**config.mk**
```make
export PLATFORM = sky130hd
export DESIGN_NAME = program_sequencer
export DESIGN_NICKNAME = d
export VERILOG_FILES = /design/src/rtl/seq_pkg.sv /design/src/rtl/pc_counter.sv /design/src/rtl/program_sequencer.sv
export SDC_FILE = /design/constraint.sdc
export NUM_CORES = 1
export LEC_CHECK = 0
export ABC_AREA = 1
export ABC_CLOCK_PERIOD_IN_PS = 2000
export BUFFER_PORTS_ARGS = -buffer_cell sky130_fd_sc_hd__buf_4
export CORE_MARGIN = 3
export CORE_UTILIZATION = 49
export DETAILED_ROUTE_END_ITERATION = 12
export PLACE_DENSITY = 0.82
export SYNTH_ARGS = -nofsm -noshare
export SYNTH_HDL_FRONTEND = slang
export SYNTH_SLANG_ARGS = --single-unit
```
**constraint.sdc**
```tcl
create_clock -name CLK -period 2 [get_ports CLK]
set_clock_uncertainty 0.2 [all_clocks]
set_input_delay 0.3 -clock CLK [delete_from_list [all_inputs] [get_ports CLK]]
set_output_delay 0.3 -clock CLK [all_outputs]
set_load 0.02 [all_outputs]
```
**src/rtl/seq_pkg.sv**
```systemverilog
// Shared types and constants for the program sequencer: FSM state encoding and
// the opcodes the sequencer treats specially.
package seq_pkg;

    typedef enum logic [2:0] {
        StIdle   = 3'd0,
        StFetch  = 3'd1,
        StDecode = 3'd2,
        StImmed  = 3'd3,
        StExec   = 3'd4
    } state_t;

    localparam logic [3:0] OPC_LDI  = 4'hD;
    localparam logic [3:0] OPC_RST0 = 4'hE;
    localparam logic [3:0] OPC_RST1 = 4'hF;

endpackage

```
**src/rtl/pc_counter.sv**
```systemverilog
// Program counter: wrap-around incrementer with a synchronous clear that wins over
// increment.
module pc_counter #(
    parameter int unsigned ADDR_WIDTH = 4
) (
    input  logic                  CLK,
    input  logic                  RST_N,
    input  logic                  INC,
    input  logic                  CLR,
    output logic [ADDR_WIDTH-1:0] PC
);

    logic [ADDR_WIDTH-1:0] r_pc;

    always_ff @(posedge CLK or negedge RST_N) begin
        if (!RST_N) begin
            r_pc <= '0;
        end else if (CLR) begin
            r_pc <= '0;
        end else if (INC) begin
            r_pc <= r_pc + ADDR_WIDTH'(1);
        end
    end

    assign PC = r_pc;

endmodule

```
**src/rtl/program_sequencer.sv**
```systemverilog
// Fetch/decode/execute controller: owns PC, IR and the immediate register, and turns
// the decoder's level enables into one-cycle strobes issued only in EXEC.
module program_sequencer
    import seq_pkg::*;
#(
    parameter int unsigned INSTR_WIDTH = 4,
    parameter int unsigned OP_WIDTH    = 2,
    parameter int unsigned ADDR_WIDTH  = 4
) (
    input  logic                   CLK,
    input  logic                   RST_N,
    input  logic                   RUN,
    input  logic                   STEP,
    output logic [ADDR_WIDTH-1:0]  PROG_ADDR,
    output logic                   PROG_RD,
    input  logic                   PROG_VALID,
    input  logic [INSTR_WIDTH-1:0] PROG_DATA,
    output logic [INSTR_WIDTH-1:0] INSTRUCTION,
    input  logic                   DEC_RESET,
    input  logic                   DEC_SEL,
    input  logic                   DEC_CE_R0,
    input  logic                   DEC_CE_ACC,
    input  logic [OP_WIDTH-1:0]    DEC_OP,
    output logic                   SEL_OUT,
    output logic [OP_WIDTH-1:0]    OP_OUT,
    output logic                   CE_R0_OUT,
    output logic                   CE_ACC_OUT,
    output logic                   ACC_CLR,
    output logic [INSTR_WIDTH-1:0] IMM,
    output logic                   RETIRE,
    output logic                   BUSY
);

    state_t                 r_state;
    state_t                 w_state_nxt;
    logic                   r_prog_rd;
    logic                   r_exec;
    logic                   r_busy;
    logic [INSTR_WIDTH-1:0] r_ir;
    logic [INSTR_WIDTH-1:0] r_imm;
    logic [ADDR_WIDTH-1:0]  w_pc;
    logic                   w_rd_ack;
    logic                   w_pc_clr;

    // PROG_VALID only matters while a read is outstanding.
    assign w_rd_ack = r_prog_rd & PROG_VALID;
    assign w_pc_clr = r_exec & DEC_RESET;

    pc_counter #(
        .ADDR_WIDTH(ADDR_WIDTH)
    ) u_pc (
        .CLK  (CLK),
        .RST_N(RST_N),
        .INC  (w_rd_ack),
        .CLR  (w_pc_clr),
        .PC   (w_pc)
    );

    always_comb begin
        w_state_nxt = r_state;
        unique case (r_state)
            StIdle:   if (RUN || STEP) w_state_nxt = StFetch;
            StFetch:  if (PROG_VALID) w_state_nxt = StDecode;
            StDecode: w_state_nxt = DEC_SEL ? StImmed : StExec;
            StImmed:  if (PROG_VALID) w_state_nxt = StExec;
            StExec:   w_state_nxt = RUN ? StFetch : StIdle;
            default:  w_state_nxt = StIdle;
        endcase
    end

    // Control flags are registered from the next state so they align with r_state.
    always_ff @(posedge CLK or negedge RST_N) begin
        if (!RST_N) begin
            r_state   <= StIdle;
            r_prog_rd <= 1'b0;
            r_exec    <= 1'b0;
            r_busy    <= 1'b0;
            r_ir      <= '0;
            r_imm     <= '0;
        end else begin
            r_state   <= w_state_nxt;
            r_prog_rd <= (w_state_nxt == StFetch) || (w_state_nxt == StImmed);
            r_exec    <= (w_state_nxt == StExec);
            r_busy    <= (w_state_nxt != StIdle);
            if (r_state == StFetch && PROG_VALID) begin
                r_ir <= PROG_DATA;
            end
            if (r_state == StImmed && PROG_VALID) begin
                r_imm <= PROG_DATA;
            end
        end
    end

    assign PROG_ADDR   = w_pc;
    assign PROG_RD     = r_prog_rd;
    assign INSTRUCTION = r_ir;
    assign IMM         = r_imm;
    assign SEL_OUT     = DEC_SEL;
    assign OP_OUT      = DEC_OP;
    assign CE_R0_OUT   = r_exec & DEC_CE_R0;
    assign CE_ACC_OUT  = r_exec & DEC_CE_ACC;
    assign ACC_CLR     = r_exec & DEC_RESET;
    assign RETIRE      = r_exec;
    assign BUSY        = r_busy;

`ifndef SYNTHESIS
    a_rd_held: assert property (@(posedge CLK) disable iff (!RST_N)
        (r_prog_rd && !PROG_VALID) |=> r_prog_rd);
    a_exec_single: assert property (@(posedge CLK) disable iff (!RST_N)
        r_exec |=> !r_exec);
    a_retire_busy: assert property (@(posedge CLK) disable iff (!RST_N)
        r_exec |-> r_busy);
    a_ir_stable: assert property (@(posedge CLK) disable iff (!RST_N)
        (r_state != StFetch) |=> $stable(r_ir));
`endif

endmodule

```
==> Word level (Yosys, flattened, before mapping) <==
Index checks and enable logic that the tools add are counted.
Widths: inputs -> output; s select.
{ "classes": {"n_eq_ne": 7, "bitwise_logic": 4, "div": 0, "n_mul": 0, "n_reduce_logical": 7, "muxes": 8, "shifts": 0, "magnitude_cmp": 0, "addsub": 1} }
{ "op_table": {"columns": ["cell", "n"], "rows": [
  ["$pmux 3 s5", 1],
  ["$mux 3", 4],
  ["$eq 3x2->1 const B", 3],
  ["$mux 4", 2],
  ["$eq 3x1->1 const B", 2],
  ["$eq 3x3->1 const B", 2],
  ["$add 4x1->4 const B", 1],
  ["$and 1x1->1", 4],
  ["$logic_not 3->1", 1],
  ["$reduce_bool 3->1", 1],
  ["$logic_and 1x1->1", 2],
  ["$logic_or 1x1->1", 2],
  ["$reduce_bool 2->1", 1],
  ["$mux 1", 1]
]} }
{ "word_totals": {"mem_bits_ro": 0, "latch_bits": 0, "output_inout_bits": 21, "wordCells": 34, "regBits": 18, "n_memories": 0, "in_bits": 15, "ramBits": 0} }

==> Longest topological paths before layout <==
{ "logic_depth": {"word_depth": 5, "depth_mapped": 6, "ltp_nobuf": 6} }

==> Hierarchy <==
A second synthesis with hierarchy kept.
{ "unflattened": {"cells_unflattened": 103, "hier_area_um2": 868.3} }
{ "by_module_without_submodules": {"columns": ["mod", "cells_each", "n_inst", "seq_area_each_um2", "area_each_um2"], "rows": [
  ["program_sequencer", 79, 1, 350.3, 666.9],
  ["pc_counter", 24, 1, 100.1, 201.4]
]} }

==> Least setup slack after synthesis <==
No wires, ideal clock.
{ "synth_timing": {"path_kind": "flip-flop to output port", "startpoint": "register r_exec (netlist: RETIRE)", "endpoint": "output port ACC_CLR", "required_ns": 1.500, "arrival_ns": 0.795, "path_buffers": 0, "path_stages_with_launch": 3, "slack_ns": 0.705, "cell_sequence": "dfrtp_1 > nand2_1 > inv_1"} }
{ "synth_between": {"elab_chain_cells": 1} }
{ "synth_rtl": {"columns": ["element", "line_no", "source"], "rows": [
  ["from (decl)", "program_sequencer.sv:37", "logic r_exec;"],
  ["from (signal assigned)", "program_sequencer.sv:83", "r_exec <= (w_state_nxt == StExec);"],
  ["$and 1x1->1", "program_sequencer.sv:102", "assign ACC_CLR = r_exec & DEC_RESET;"],
  ["to (decl)", "program_sequencer.sv:28", "output logic ACC_CLR,"]
]} }
No other way between the ends.

==> Final worst setup path <==
Same ends and word-level chain as after synthesis.

==> reports/qor.yml <==
setup_tns_ns: 0
grt_max_degree: 19
drt_wl_total_mm: 1.79
first_pass_iters: 4
r2r-end: "IMM[1]"
antenna_left: 0
cts_buffers: 3
power.leakage_nw: 0.662
place_hpwl_mm: 1.39
criticalPathCategory: "reg -> out"
vdd_ir_drop_max_v: 0.000930
place_area_sq_um: 1070
ys_types: 18
worstPathMaxFanout: 6
io_buffers: 31
whs_path_depth: 3
rsz0062_at_grt: "false"
antenna_cells: 0
dieWidth_microns: 47.5
synth_area_per_cell_sq_um: 8.53
tightest_slew_ns: 0.240
syn_inst: 99
max-cap-violations: 0
startpoint: "RETIRE"
max_freq_mhz: 629
reg2regPathDepth: 3
netlist_area_sq_um: 845
clk_latency_ns: 0.29
critical_path_required_ns: 1.50
status: "finished clean"
clk_path_buf_depth: 2
cpMaxStageDelayCell: "dfrtp_1"
root_buffer: "clkbuf_4"
grt_pass1_vias: 668
synth.net_count: 115
synth.top_cell.area_share_pct: 53.3
grt_overflow: 0
yosysWarningCount: 0
p_total_mw: 1.72
ys_seq_elements: 18
area_growth_pct: 32.7
finalNetCount: 149
yosys-top-cells-area: "dfrtp_1 53%, nand2_1 12%, inv_1 8.4%"
cts_tree: "yes"
route.detailed.drc: 0
coreArea_sq_um: 1560
hold_viol: 0
r2r_setup_slack_ns: 0.69
setup_viol: 0
antenna_found_initial: 0
stdcell_area_sq_um: 1120
vias_per_cell: 4.86
drv_slew: 0
vias: 719
gp_congestion: 0.726
period_needed_ns: 1.59
postCtsSetupBuffers: 0
die_area_sq_um: 2260
start_util_pct: 54.2
worstHoldPathType: "in -> reg"
cp_slowest_stage_delay_ns: 0.42
ios: 36
period_share_pct: 79.4
r2r_start: "r_state[2]"
clock-sinks: 18
cp.arrival_ns: 1.09
synth_top_cell_by_area: "dfrtp_1"
rows: 14
p_per_area_nw_per_um2: 1530
endpoint_kind: "output pin"
crit_path_end: "ACC_CLR"
grt_usage_pct: 18.5
ys_seq_area_share_pct: 53.3
n_fill_cell: 122
drtIter0Drc: 13
die_y_microns: 47.5
start_kind: "flip-flop"
cts.reportedPaths.clkPinSlew_ns: 0.11
ctsHtreeMaxLevel: 1
drive_gt1_share_pct: 32.6
wire_per_inst_microns: 12.1
grt_pass1_wl_mm: 2.78
crit_path_cell_trace: "nand2_1 > inv_1 > buf_4"
relSlewSlack_pct: 84.0
==> report_power, final <==
group	internal, mW	total [mW]	switching (mW)
clock network	0.111	0.225	0.114
registers	0.527	0.667	0.140
logic	0.339	0.826	0.488
==> metrics by stage <==
stage / setup WS, ns / utilization (%) / instances / hold slack [ns]
after floorplan: 0.705 / - / 99 / -0.196
after global placement: 0.734 / 68.9 / 143 / -0.0228
after detailed placement: 0.720 / 68.9 / 143 / -0.0197
after CTS: 0.407 / 71.9 / 148 / 0.0347
after global routing: 0.345 / 71.9 / 148 / 0.0592
final: 0.411 / 71.9 / 148 / 0.0407
==> per-layer routing <==
| metal | up-vias | part of all wire (%) | GRT usage [%] |
|---|---|---|---|
| li1 | 369 | - | - |
| met1 | 320 | 41 | 20.1 |
| met2 | 26 | 50 | 32.4 |
| met3 | 4 | 7.0 | 4.89 |
| met4 | 0 | 2.2 | 9.94 |
| met5 | - | 0 | 0 |
==> critical path, delay by kind of cell (launching register included) <==
kind / cells / cell delay (ns)
and+or+nand+nor: 1 / 0.17
buffers and inverters: 2 / 0.21
DFF: 1 / 0.42
==> how the worst min path moves through the flow <==
stage | start | end | slack, ns
after global routing | PROG_DATA[3] | INSTRUCTION[3] | 0.06
final | PROG_DATA[3] | INSTRUCTION[3] | 0.04
after global placement | RST_N | INSTRUCTION[1] | -0.02
after floorplan | RST_N | BUSY | -0.20
after CTS | PROG_DATA[3] | INSTRUCTION[3] | 0.03
after detailed placement | RST_N | INSTRUCTION[1] | -0.02
==> sequential cells by signal, indices dropped and copies added, names as in the netlist <==
name and cells:
RETIRE 1, PROG_RD 1, INSTRUCTION 4, IMM 4, r_state 3, BUSY 1
u_pc.PC 4
==> final cells by class <==
cell class / instances / area [sq um] / share of cell area (%)
multi-input cells: 58 / 297 / 26.5
clock buffers: 4 / 36.3 / 3.24
well taps: 16 / 20.0 / 1.79
repair buffers: 32 / 243 / 21.7
flip-flops and latches: 18 / 450 / 40.2
inverters: 20 / 75.1 / 6.70
==> cell usage in the layout, fill, tap and decap left out, drive strengths merged <==
master,count
nand3b,1
buf,31
a21oi,4
o21ai,8
dfrtp,18
nor2,5
nand2,29
nand3,8
clkbuf,4
dlygate4sd3,1
nor3,1
inv,20
ha,1
nand4,1
==> cells by family (layout without fill, tap and decap cells) <==
kind of cell    Yosys count  in the layout  share of synthesized area, %
buf+inv                  23             56                          11.6
flops                    18             18                          53.3
fa+ha+maj                 1              1                          1.48
compound gates           12             12                          7.11
simple gates             45             45                          26.5
==> cells in the mapped netlist <==
| master | count |
|---|---|
| o21ai_0 | 8 |
| ha_1 | 1 |
| inv_1 | 19 |
| a21oi_1 | 4 |
| nor2_4 | 1 |
| nor3_1 | 1 |
| nor2_1 | 2 |
| nand2_2 | 2 |
| nand3_4 | 1 |
| inv_2 | 1 |
| nand3_1 | 7 |
| nand2_4 | 1 |
| nor2_2 | 2 |
| nand3b_1 | 1 |
| buf_4 | 3 |
| nand4_1 | 1 |
| nand2_1 | 26 |
| dfrtp_1 | 18 |
==> repair_timing <==
item / CTS / global route
resized for setup: 0 / 0
endpoints found under the setup margin: 0 / 0
endpoints found under the hold margin: 18 / 0
hold buffers: 1 / 0
(Power assumes the default switching activity.)
